**config.mk**
```make
export PLATFORM = sky130hd
export DESIGN_NAME = imem_arbiter
export DESIGN_NICKNAME = d
export VERILOG_FILES = /design/src/rtl/imem_arbiter.sv
export SDC_FILE = /design/constraint.sdc
export NUM_CORES = 1
export LEC_CHECK = 0
export ABC_AREA = 1
export BUFFER_PORTS_ARGS = -buffer_cell sky130_fd_sc_hd__buf_2
export CAP_MARGIN = 20
export CELL_PAD_IN_SITES_DETAIL_PLACEMENT = 0
export CELL_PAD_IN_SITES_GLOBAL_PLACEMENT = 1
export CORE_UTILIZATION = 21
export DETAILED_ROUTE_END_ITERATION = 8
export GPL_TIMING_DRIVEN = 0
export PLACE_DENSITY_LB_ADDON = 0.1
export SLEW_MARGIN = 5
export SYNTH_ARGS = -nofsm -noshare
export SYNTH_HDL_FRONTEND = slang
export SYNTH_SLANG_ARGS = --single-unit
```
**constraint.sdc**
```tcl
create_clock -name clk -period 3.5 [get_ports clk]
set_input_delay 0.7 -clock clk [delete_from_list [all_inputs] [get_ports clk]]
set_output_delay 0.7 -clock clk [all_outputs]
set_load 0.1 [all_outputs]
```
**src/rtl/imem_arbiter.sv**
```systemverilog
// Two-port (fetch/debug) round-robin arbiter onto one synchronous instruction RAM with address-fault screening.
// Grant is combinational with requests; responses arrive one cycle after grant; losers see gnt=0 (fetch also sees f_stall).
module imem_arbiter #(
  parameter logic [31:0] BASE_ADDR = 32'h0000_3000,
  parameter int          AW        = 12
) (
  input  logic          clk,
  input  logic          reset,
  input  logic          f_req,
  input  logic [31:0]   f_addr,
  output logic          f_gnt,
  output logic          f_rvalid,
  output logic [31:0]   f_rdata,
  output logic          f_err,
  output logic          f_stall,
  input  logic          d_req,
  input  logic          d_we,
  input  logic [31:0]   d_addr,
  input  logic [31:0]   d_wdata,
  output logic          d_gnt,
  output logic          d_rvalid,
  output logic [31:0]   d_rdata,
  output logic          d_err,
  output logic          mem_en,
  output logic          mem_we,
  output logic [AW-1:0] mem_addr,
  output logic [31:0]   mem_wdata,
  input  logic [31:0]   mem_rdata
);

  localparam logic [32:0] LIMIT = 33'd4 << AW;

  // last_winner: 1 = debug won the most recent contended cycle
  logic last_winner_q, last_winner_d;
  logic rsp_vld_q, rsp_vld_d;
  logic rsp_dbg_q, rsp_dbg_d;
  logic rsp_read_q, rsp_read_d;
  logic rsp_fault_q, rsp_fault_d;

  logic        any_gnt;
  logic [31:0] sel_addr;
  logic [31:0] sel_off;
  logic        sel_fault;
  logic        rsp_live;
  logic [31:0] rsp_dat;

  always_comb begin
    f_gnt = 1'b0;
    d_gnt = 1'b0;
    if (!reset) begin
      if (f_req && d_req) begin
        f_gnt = last_winner_q;
        d_gnt = ~last_winner_q;
      end else begin
        f_gnt = f_req;
        d_gnt = d_req;
      end
    end
  end

  assign f_stall   = f_req & ~f_gnt;
  assign any_gnt   = f_gnt | d_gnt;
  assign sel_addr  = d_gnt ? d_addr : f_addr;
  assign sel_off   = sel_addr - BASE_ADDR;
  assign sel_fault = (sel_addr < BASE_ADDR) || ({1'b0, sel_off} >= LIMIT) || (sel_addr[1:0] != 2'b00);

  assign mem_en    = any_gnt & ~sel_fault;
  assign mem_we    = d_gnt & d_we & ~sel_fault;
  assign mem_addr  = any_gnt ? sel_off[AW+1:2] : '0;
  assign mem_wdata = d_gnt ? d_wdata : 32'h0;

  always_comb begin
    last_winner_d = last_winner_q;
    if (f_req && d_req && !reset) begin
      last_winner_d = d_gnt;
    end
    rsp_vld_d   = any_gnt;
    rsp_dbg_d   = d_gnt;
    rsp_read_d  = ~(d_gnt & d_we);
    rsp_fault_d = sel_fault;
  end

  always_ff @(posedge clk) begin
    if (reset) begin
      last_winner_q <= 1'b1;
      rsp_vld_q     <= 1'b0;
      rsp_dbg_q     <= 1'b0;
      rsp_read_q    <= 1'b0;
      rsp_fault_q   <= 1'b0;
    end else begin
      last_winner_q <= last_winner_d;
      rsp_vld_q     <= rsp_vld_d;
      rsp_dbg_q     <= rsp_dbg_d;
      rsp_read_q    <= rsp_read_d;
      rsp_fault_q   <= rsp_fault_d;
    end
  end

  // A response landing in a reset cycle is dropped, not merely delayed
  assign rsp_live = rsp_vld_q & ~reset;
  assign rsp_dat  = (rsp_read_q && !rsp_fault_q) ? mem_rdata : 32'h0;

  assign f_rvalid = rsp_live & ~rsp_dbg_q;
  assign d_rvalid = rsp_live & rsp_dbg_q;
  assign f_rdata  = f_rvalid ? rsp_dat : 32'h0;
  assign d_rdata  = d_rvalid ? rsp_dat : 32'h0;
  assign f_err    = f_rvalid & rsp_fault_q;
  assign d_err    = d_rvalid & rsp_fault_q;

endmodule
```
==> metrics.txt <==
status complete, no violations; flops & latches, synth 5; reg2reg setup slack just over 0.4 ns; post-layout instance area 5470 µm²; First DRT Iteration DRCs about 140; PortBufs 249; Synth Instances between 400 and 500; core area around 10000 µm²; aggregate global-route resource usage between 10% and 20%; Via Count approximately 3900; Worst Path Max Fanout 6; first-pass GRT wire length around 17000 µm; initial antenna violation count 0; Vias per Instance approximately 4.3; DP HPWL around 9400 µm; crit-path cells buf_12, nor2_4, nand2_4, buf_8, nand2_4, nand2_4, ha_4, nor2_4, nand2_2, nor2_4, nand2_1, nand2_1, nand2_1, nor2_1, nand2_1, nor2_2, nand2_2, nor2_4, buf_12; share of cells above drive strength 1 60.3%; # nets final slightly above 900; crit-path max cell delay around 0.18 ns; Num CTS Buffers 3; RSZ-0062 raised after global routing true; Root Driver clkbuf_8; Tot Pwr between 0.9 and 1 mW; drt first pass iters 4; ANT nets after route 0; largest net degree at the start of global routing 11; syn_area_per_cell between 4 and 5 µm²; CP Data Required Time 2.80 ns; PwrDens around 180 nW/µm²; fmax slightly below 0.3 GHz; Pleak approximately 3.3 nW; Placed Cells just under 900; crit path DAT 2.72 ns; CTS tree done; crit end category output pin; highest-delay cell along the critical path buf_12; ANT cells 0; Residual DRC 0; RR Startpoint last_winner_q; Cell variety after synth 28; final hold violation count 0; hold path endpoint rsp_read_q; relative slew slack about half; Setup-failing EPs final 0; Seq/Total Area, Yosys ~4.4%; CTS max path bufs 2; worst slew pin tran just over 0.7 ns; Die H roughly 110 µm; Rows 37; hold bufs inserted after CTS 0; syn nets just over 600; setup TNS 0 ns; Hold Path Depth 2; RD Place Congestion slightly above 0.8; Startpoint Class input pin; MaxCap Viol Count 0; most common cell after layout, fill and taps aside buf_2; Worst Hold Class input pin to flip-flop; Max VDD drop about 0.00011 V; FILL cells 1043; Routed WL ~12000 µm; io pins 250; hold slack 0.687 ns; Final Critical Period 3.42 ns; vias in the first global route between 3000 and 4000; fin. max-slew vios 0; Routed WL per cell approximately 13 µm; Worst-path clk slew around 0.03 ns; H-tree depth 1; r2r endpoint rsp_fault_q; cell family with most CP delay simple AND/OR/NAND/NOR gates; Buf+Inv Stages, Crit Path 3; Clock Skews 0.0000987 ns; most frequent cells in the layout 246 x buf_2, 104 x nand2_1, 100 x inv_1, 64 x nor3_4, 52 x nor2_1; crit path kind input pin to output pin; effective utilization at floorplan ~22%; synth-to-layout area growth 141%; Worst-Skew Late Latency roughly 0.22 ns; HP Start d_we; Synth Cell Area about 2300 µm²; Ys Warns 0; Worst Reg-to-Reg Cells 28; Post-DP Area approximately 4700 µm²; fin crit share a little over nine tenths; total congestion overflow 0; die footprint roughly 11000 µm²; number of clock sinks 5; Final Non-Filler Cells 916; die width between 100 and 150 µm
## synth_stat cells (all sizes together)
cell	instances	area share, %
or2	1	0.28
nand2	136	23
a21oi	12	2.6
o21ai	6	1.3
a211oi	1	0.33
clkbuf	16	2.6
o211ai	1	0.33
nand3b	10	4.0
buf	12	4.6
nand3	33	7.7
ha	2	1.1
nand4	1	0.28
dfxtp	5	4.4
inv	105	17
nor2	79	15
a21o	1	0.33
nor3	66	15
## repair_timing
item,4_1_cts,5_1_grt
cloned,1,4
buffers inserted,15,15
setup endpoints to repair,2,3
pin swaps,9,35
gates resized for setup,19,80
endpoints found under the hold margin,0,0
## final cells by class
type,count,area [µm²],share of cell area [%]
multi-input combinational,349,2760,50.4
timing repair buffer,289,1720,31.4
inverter,105,403,7.37
buffer,28,273,4.99
tap,136,170,3.11
sequential,5,100,1.83
clock buffer,4,45.0,0.824
## metrics by stage
| step | worst slack [ns] | utilization, % |
|---|---|---|
| CTS | 0.00524 | 47.4 |
| global placement | -0.438 | 44.6 |
| global route | -0.0991 | 52.5 |
| finish | 0.0797 | 52.5 |
| detailed placement | -0.429 | 45.2 |
| floorplan | -0.180 | - |
## worst register-to-register path: cells and delay by family (launching register included)
family | cells | cell delay (ns)
DFF | 1 | 0.37
and+or+nand+nor | 14 | 0.92
adders and majority gates | 1 | 0.16
buffers and inverters | 13 | 1.60
## worst max-delay path by stage
| stage | from | end | slack, ns | depth (start not counted) |
|---|---|---|---|---|
| 3_3_place_gp | reset | mem_we | -0.44 | 19 |
| 5_1_grt | d_req | mem_we | -0.1 | 20 |
| 4_1_cts | d_req | mem_we | 0.005 | 20 |
| 2_1_floorplan | reset | f_rdata[1] | -0.18 | 3 |
| 6_report | reset | mem_we | 0.08 | 19 |
| 3_5_place_dp | reset | mem_we | -0.43 | 19 |
## logic make-up (layout without fill, tap and decap cells)
| group | count (synthesis) | after routing | synth area share [%] |
|---|---|---|---|
| compound gates | 21 | 21 | 4.96 |
| fa+ha+maj | 2 | 2 | 1.10 |
| buf+inv | 133 | 426 | 24.6 |
| flops | 5 | 5 | 4.41 |
| simple gates | 326 | 326 | 64.9 |
## layer usage
| layer | track usage [%] | routed length (µm) | up-vias |
|---|---|---|---|
| li1 | - | - | 2059 |
| met1 | 22.3 | 4510 | 1744 |
| met2 | 36.9 | 6330 | 131 |
| met3 | 1.90 | 590 | 9 |
| met4 | 3.08 | 119 | 0 |
| met5 | 0 | 0 | - |
## state kept, by name, summed over array words and instances, names as in the netlist
name / flops
last_winner_q: 1
rsp_dbg_q: 1
rsp_fault_q: 1
rsp_read_q: 1
rsp_vld_q: 1
## power by group
group | total [mW] | switching, mW | internal (mW) | leakage (nW)
clock network | 0.106 | 0.0278 | 0.0781 | 0.0228
registers | 0.0633 | 0.00204 | 0.0612 | 0.0419
logic | 0.816 | 0.576 | 0.241 | 3.21
Power figures use the tool's default switching activity.
